===== src/rtl/mc_ctrl.sv =====
// Multicycle MIPS-subset control unit.
// Sequences FETCH -> DECODE -> EXEC -> MEM -> WB for addu, subu, ori, lui, lw, sw, beq, j, jal
// and jr, and counts retired instructions.
// Optional build macro MC_CTRL_MEMHS_EN: MEM waits for mem_ready before completing; without it
// MEM always lasts one cycle and mem_ready is ignored.
module mc_ctrl (
  input  logic        clk,
  input  logic        rst_n,
  input  logic [5:0]  op,
  input  logic [5:0]  funct,
  input  logic        zero,
  input  logic        mem_ready,
  output logic        pc_en,
  output logic        ir_en,
  output logic        reg_we,
  output logic        mem_we,
  output logic [1:0]  npc_sel,
  output logic [1:0]  a3_sel,
  output logic        b_sel,
  output logic [1:0]  wd3_sel,
  output logic [2:0]  alu_op,
  output logic [1:0]  ext_op,
  output logic        mem_req,
  output logic        done,
  output logic        illegal,
  output logic [31:0] instr_cnt
);

  typedef enum logic [2:0] {
    StFetch,
    StDecode,
    StExec,
    StMem,
    StWb
  } state_e;

  state_e state;

  logic is_rtype;
  logic is_addu, is_subu, is_jr, is_ori, is_lui, is_lw, is_sw, is_beq, is_j, is_jal;
  logic is_legal, is_jump;
  logic mem_done;

  // Instruction decode from the IR-held opcode/function fields.
  always_comb begin
    is_rtype = (op == 6'b000000);
    is_addu  = is_rtype && (funct == 6'b100001);
    is_subu  = is_rtype && (funct == 6'b100011);
    is_jr    = is_rtype && (funct == 6'b001000);
    is_ori   = (op == 6'b001101);
    is_lui   = (op == 6'b001111);
    is_lw    = (op == 6'b100011);
    is_sw    = (op == 6'b101011);
    is_beq   = (op == 6'b000100);
    is_j     = (op == 6'b000010);
    is_jal   = (op == 6'b000011);
    is_jump  = is_j || is_jal || is_jr;
    is_legal = is_addu || is_subu || is_jr || is_ori || is_lui || is_lw || is_sw || is_beq ||
               is_j || is_jal;
  end

`ifdef MC_CTRL_MEMHS_EN
  assign mem_done = mem_ready;
`else
  logic unused_mem_ready;
  assign unused_mem_ready = mem_ready;
  assign mem_done         = 1'b1;
`endif

  // State sequencing and retired-instruction counter.
  always_ff @(posedge clk or negedge rst_n) begin
    if (!rst_n) begin
      state     <= StFetch;
      instr_cnt <= 32'd0;
    end else begin
      if (done) begin
        instr_cnt <= instr_cnt + 32'd1;
      end
      unique case (state)
        StFetch:  state <= StDecode;
        StDecode: state <= (is_jump || !is_legal) ? StFetch : StExec;
        StExec: begin
          if (is_beq) begin
            state <= StFetch;
          end else if (is_lw || is_sw) begin
            state <= StMem;
          end else begin
            state <= StWb;
          end
        end
        StMem: begin
          if (mem_done) begin
            state <= is_sw ? StFetch : StWb;
          end
        end
        StWb:     state <= StFetch;
        default:  state <= StFetch;
      endcase
    end
  end

  // Control outputs decoded from state and instruction; all forced low while in reset.
  always_comb begin
    pc_en   = 1'b0;
    ir_en   = 1'b0;
    reg_we  = 1'b0;
    mem_we  = 1'b0;
    npc_sel = 2'b00;
    a3_sel  = 2'b00;
    b_sel   = 1'b0;
    wd3_sel = 2'b00;
    alu_op  = 3'b000;
    ext_op  = 2'b00;
    mem_req = 1'b0;
    done    = 1'b0;
    illegal = 1'b0;
    if (rst_n) begin
      unique case (state)
        StFetch: begin
          ir_en = 1'b1;
          pc_en = 1'b1;
        end
        StDecode: begin
          if (is_j || is_jal) begin
            pc_en   = 1'b1;
            npc_sel = 2'b10;
            done    = 1'b1;
          end
          if (is_jal) begin
            reg_we  = 1'b1;
            a3_sel  = 2'b10;
            wd3_sel = 2'b10;
          end
          if (is_jr) begin
            pc_en   = 1'b1;
            npc_sel = 2'b11;
            done    = 1'b1;
          end
          if (!is_legal) begin
            illegal = 1'b1;
          end
        end
        StExec: begin
          if (is_beq) begin
            alu_op  = 3'b001;
            pc_en   = zero;
            npc_sel = 2'b01;
            done    = 1'b1;
          end else if (is_lw || is_sw) begin
            b_sel  = 1'b1;
            ext_op = 2'b01;
          end else if (is_subu) begin
            alu_op = 3'b001;
          end else if (is_ori) begin
            alu_op = 3'b010;
            b_sel  = 1'b1;
          end else if (is_lui) begin
            alu_op = 3'b011;
            b_sel  = 1'b1;
            ext_op = 2'b10;
          end
        end
        StMem: begin
          mem_req = 1'b1;
          mem_we  = is_sw;
          done    = is_sw && mem_done;
        end
        StWb: begin
          reg_we  = 1'b1;
          a3_sel  = is_rtype ? 2'b01 : 2'b00;
          wd3_sel = is_lw ? 2'b01 : 2'b00;
          done    = 1'b1;
        end
        default: begin
          pc_en = 1'b0;
        end
      endcase
    end
  end

endmodule

===== config.mk =====
export PLATFORM = sky130hd
export DESIGN_NAME = mc_ctrl
export DESIGN_NICKNAME = d
export VERILOG_FILES = /design/src/rtl/mc_ctrl.sv
export SDC_FILE = /design/constraint.sdc
export NUM_CORES = 1
export LEC_CHECK = 0
export ABC_AREA = 0
export BUFFER_PORTS_ARGS = -buffer_cell sky130_fd_sc_hd__buf_2
export CAP_MARGIN = 20
export CORE_MARGIN = 2
export CORE_UTILIZATION = 40
export CTS_CLUSTER_SIZE = 25
export DETAILED_ROUTE_END_ITERATION = 6
export PLACE_DENSITY = 0.65
export RECOVER_POWER = 100
export SLEW_MARGIN = 25
export SYNTH_ARGS = -nofsm -noshare
export SYNTH_HDL_FRONTEND = slang
export SYNTH_SLANG_ARGS = --single-unit

===== constraint.sdc =====
create_clock -name clk -period 2.8 [get_ports clk]
set_clock_uncertainty 0.1 [all_clocks]
set_input_delay 0.42 -clock clk [delete_from_list [all_inputs] [get_ports clk]]
set_output_delay 0.42 -clock clk [all_outputs]
set_load 0.01 [all_outputs]

After elaboration in Yosys (flattened, before gate mapping)
Index checks and enable logic that the tools add are counted.

Reductions and logical operators: 19. Equality and inequality tests: 14. Add/subtract/negate cells: 1. Multiplexer cells: 58.

Operator list (count): 2-bit two-way mux (21); 32-bit by 1-bit adder with 32-bit output (second input constant) (1); 1-bit two-way mux (27); 6-bit == test (second input constant) (4); 6-bit by 4-bit == test with 1-bit output (second input constant) (3); 1-bit logical OR (13); 6-bit by 2-bit == test with 1-bit output (second input constant) (2); 2-bit case mux with 2 select lines (3); 3-bit case mux with 4 select lines (1); 3-bit two-way mux (3); 3-bit by 2-bit == test with 1-bit output (second input constant) (2); 6-bit by 3-bit == test with 1-bit output (second input constant) (1); 6-bit zero test (1); 1-bit case mux with 4 select lines (1); 3-bit by 1-bit == test with 1-bit output (second input constant) (1); 3-bit == test (second input constant) (1); 1-bit logical AND (3); 3-bit zero test (1); 1-bit case mux with 3 select lines (1); 1-bit case mux with 2 select lines (1); 1-bit zero test (1).

Logic and storage cells: 94. Flip-flop bits (word level): 35.

Depth between registers and ports, before layout
Depth in word-level cells: 15. Mapped depth: 8. Gate-level depth less buffers: 6.

Worst setup path before layout
OpenSTA, ideal clock, no wires.

Path kind: input to output. From: input op[3]. To: output done. Arrival: 2.032 ns. Stages: 6. Path buffers: 2. Setup slack: 0.248 ns. Cell sequence: buf_6 -> or3_4 -> or4_4 -> o2111a_1 -> buf_6 -> inv_1.

Word-level cells in the longest chain between the ends: 6.

RTL lines: from (decl) (RTL line 9) `input logic [5:0] op,`; 6-bit by 2-bit == test with 1-bit output (on tied branches) (RTL line 55, 56); 1-bit logical OR (RTL line 124) `if (is_j || is_jal) begin`; 1-bit two-way mux (RTL line 124); 1-bit two-way mux (RTL line 134) `if (is_jr) begin`; 1-bit case mux with 4 select lines * (RTL line 118) `unique case (state)`; 1-bit two-way mux * (RTL line 117) `if (rst_n) begin`; to (decl) (RTL line 24) `output logic done,`.

Mark *: on every way between the ends. The rest lies on a longest branch, timed or not.

Worst setup path after layout
From: register state[2]. To: output done.

Word-level cells in the longest chain between the ends: 3.

RTL lines: from (decl) (RTL line 37) `state_e state;`; from (signal assigned) (RTL line 73) `state <= StFetch;`; from (signal assigned) (RTL line 80) `StFetch: state <= StDecode;`; from (signal assigned) (RTL line 81) `StDecode: state <= (is_jump || !is_legal) ? StFetch : StExec;`; 3-bit == test (tied with other cells) (RTL line 118); 1-bit case mux with 4 select lines * (RTL line 118); 1-bit two-way mux * (RTL line 117).

Marked as above.

==> impl_metrics.csv <==
group,metric,value,unit
clock_tree,cts_sinks,35,
worst_setup_path,crit_path_end_kind,"output pin",
die,placementRows,26,
timing,drv_slew,0,
die,die_height,76.1,µm
grt,grt.overflow.total,0,
detailed_routing,route.detailed.drc,0,
die,ios,67,
synthesis,ys_top_cells_by_area,"dfrtp_1, xor2_1, nor3_1",
clock_tree,htree_num_levels,2,
placement,place_ws,0.127,ns
final_layout,layout-drive-gt1-share,19.7,%
power,power.switching,0.334,mW
timing,layout_min_cycle_time,2.75,ns
detailed_routing,final_antenna_net_count,0,
min_path,hold_path_class,"primary input to asynchronous set/reset pin",
timing,worst_slack,0.0528,ns
final_layout,multiInputGateArea,1130,µm²
worst_setup_path,critPathMaxFanout,10,
worst_setup_path,cp_slowest_cell,"or4_4",
clock_tree,cts_buffers,5,
synthesis,yosysMostFrequentCell,"dfrtp_1",
grt,antenna_found_initial,0,
worst_setup_path,crit_chain,"or3b_4, or4_4, o2111a_2, buf_12, inv_2, buf_2",
die,die_x,76.1,µm
synthesis,synth_area,2080,µm²
timing,fin_crit_sh,98.1,%
power,fin_total_pwr,1.15,mW
clock_tree,clockRootBuffer,"clkbuf_8",
worst_setup_path,slowest_delay,0.54,ns
final_layout,regArea,878,µm²
synthesis,avgSynthCellArea,9.63,µm²
synthesis,yosysSeqAreaShare,42.1,%
placement,hpwl,3.46,mm
synthesis,synth.net_count,233,
detailed_routing,via_per_inst,5.21,
final_layout,nFillCells,530,
synthesis,async_flop_share,100,%
clock_tree,insertion_delay,0.28,ns
worst_setup_path,required,2.28,ns
detailed_routing,wl_per_cell,13.7,µm
power,power_frac_seq,49.3,%
placement,placed_area,2460,µm²
flow_run,drv_cap,0,
timing,setup_viol_count_final,0,
outcome,status,"complete, no violations",
power,powerDensity,443,nW/µm²
grt,grt_first_pass_wirelength,8.36,mm
timing,rsz0062_at_grt,"no",
synthesis,synth_edf_count,0,
power,p_clk_share,30.7,%
power,vdd_drop_max,284,µV
final_layout,area_growth,24.8,%
placement,port_buffers,64,
detailed_routing,routed_wl,4.98,mm
die,start_util,41.0,%
synthesis,yosysWarnings,0,
grt,grt_pass1_vias,1756,
final_layout,nets,310,
timing,setup_tns,0,ns
worst_setup_path,setup.worst_path.start_class,"flip-flop",
detailed_routing,first_pass_iters,4,
timing,fmax,364,MHz
synthesis,synth_ff_type,"dfrtp_1",
synthesis,yosysUniqueCellTypes,42,
die,core,5070,µm²
power,sw_frac_of_total,29.1,%
placement,finalWeightedCongestion,0.781,
grt,grt_max_degree,40,
worst_setup_path,cp.arrival,2.23,ns
detailed_routing,vias,1895,
detailed_routing,dr.first_iter.drc_count,115,
synthesis,yosysTopAreaCell,"dfrtp_1",
timing,final_hold_viol_count,0,
timing,maxSlewHeadroom,55.2,%
grt,grt_usage,17.6,%
synthesis,ys_ff_latch,35,
timing,worstMarginPinSlew,0.671,ns
synthesis,synth_common_cells,"dfrtp_1, xor2_1, nand2_1, nor3_1",
clock_tree,clock_path_buffers,2,
power,p_int,0.817,mW
final_layout,final_area,2600,µm²
power,p_leak,1.24,nW
die,design.die.area,5800,µm²
clock_tree,cts_tree,"yes",
power,p_comb_share,20.0,%
clock_tree,path_clk_slew,0.07,ns
synthesis,synthCells,216,
final_layout,antenna_cells,0,
synthesis,synth_top_area_share,42.1,%
worst_setup_path,crit_type,"flip-flop to output pin",
[kinds of logic (layout without fill, tap and decap cells)]
kind of cell	after synthesis	after routing	synth area share (%)
AOI/OAI and AO/OA	15	15	4.69
adders and majority gates	1	1	0.601
buffers and inverters	12	90	3.97
and+or+nand+nor	121	121	35.4
DFF	35	35	42.1
other	1	1	0.180
xor gates and xnor gates	31	31	13.0
[stage by stage]
| step | cells | hold WS, ns | util (%) |
|---|---|---|---|
| 2_1_floorplan | 216 | 0.0244 | - |
| 3_3_place_gp | 345 | 0.354 | 48.5 |
| 3_5_place_dp | 345 | 0.352 | 48.5 |
| 4_1_cts | 358 | 0.126 | 51.5 |
| 5_1_grt | 364 | 0.188 | 51.2 |
| 6_report | 364 | 0.168 | 51.2 |
[critical path: cells and delay by family, from the launching register on]
kind / cells / cell delay (ns)
buffers and inverters: 3 / 0.30
AND/OR/NAND/NOR: 2 / 0.92
flip-flops: 1 / 0.43
AO/OA/AOI/OAI: 1 / 0.29
[layout by cell type, fill, tap and decap left out, types with 2 or more instances in the layout]
cell type	instances
nor4b_2	5
nor3_1	16
nor3b_1	2
nand2_1	19
buf_4	11
buf_2	21
a31oi_1	3
nor2_1	14
xor2_1	27
nor2b_1	3
nand2b_1	2
nor4_1	9
and2_1	3
clkbuf_8	5
and3_1	6
nand4b_1	3
a21boi_0	2
dfrtp_1	33
nand3_1	14
a21oi_1	4
or3_1	2
and4b_1	2
dfrtp_2	2
or2_2	3
o21ai_0	2
xnor2_1	4
clkbuf_1	47
nand4_1	7
and4_1	3
[sequential cells by signal, summed over array words and instances, names as in the netlist]
register	count
instr_cnt	32
state	3
[repair_timing]
| action | 4_1_cts | 5_1_grt |
|---|---|---|
| gates resized for setup | 3 | 2 |
| setup endpoints to repair | 1 | 1 |
| hold buffers | 0 | 0 |
| pin swaps | 0 | 1 |
| buffers inserted | 4 | 6 |
| gates cloned | 1 | 0 |
[layer usage]
metal / wire (µm) / track usage (%) / vias to the layer above
li1: - / - / 929
met1: 2390 / 24.9 / 912
met2: 2250 / 26.9 / 50
met3: 305 / 5.21 / 4
met4: 29 / 3.64 / 0
met5: 0 / 0 / -
[layout make-up]
type                            instances  area share (%)
Multi-Input combinational cell        169            43.4
Sequential cell                        35            33.8
Timing Repair Buffer                   80            15.9
Tap cell                               70            3.37
Clock buffer                            6            2.79
Clock inverter                          2           0.482
Inverter                                2           0.289
[power by group through the flow]
stage	combinational [mW]	sequential [mW]	clock, mW
final	0.230	0.567	0.353
after global routing	0.254	0.571	0.396
after CTS	0.232	0.566	0.362
after detailed placement	0.193	0.583	0
after global placement	0.191	0.585	0
after floorplan	0.112	0.584	0
[worst paths after layout]
kind / slack, ns / endpoint / cells after the start / startpoint
hold reg to reg: 0.37 / instr_cnt[31] / 1 / instr_cnt[31]
setup / recovery: 0.05 / done / 6 / state[2]
min in group clk: 0.37 / instr_cnt[31] / 1 / instr_cnt[31]
setup reg to reg: 0.14 / instr_cnt[19] / 7 / state[2]
hold / removal: 0.17 / instr_cnt[15] / 2 / rst_n
max in group asynchronous: 2.07 / state[2] / 2 / rst_n
No activity file was read; power rests on OpenSTA's default activity.
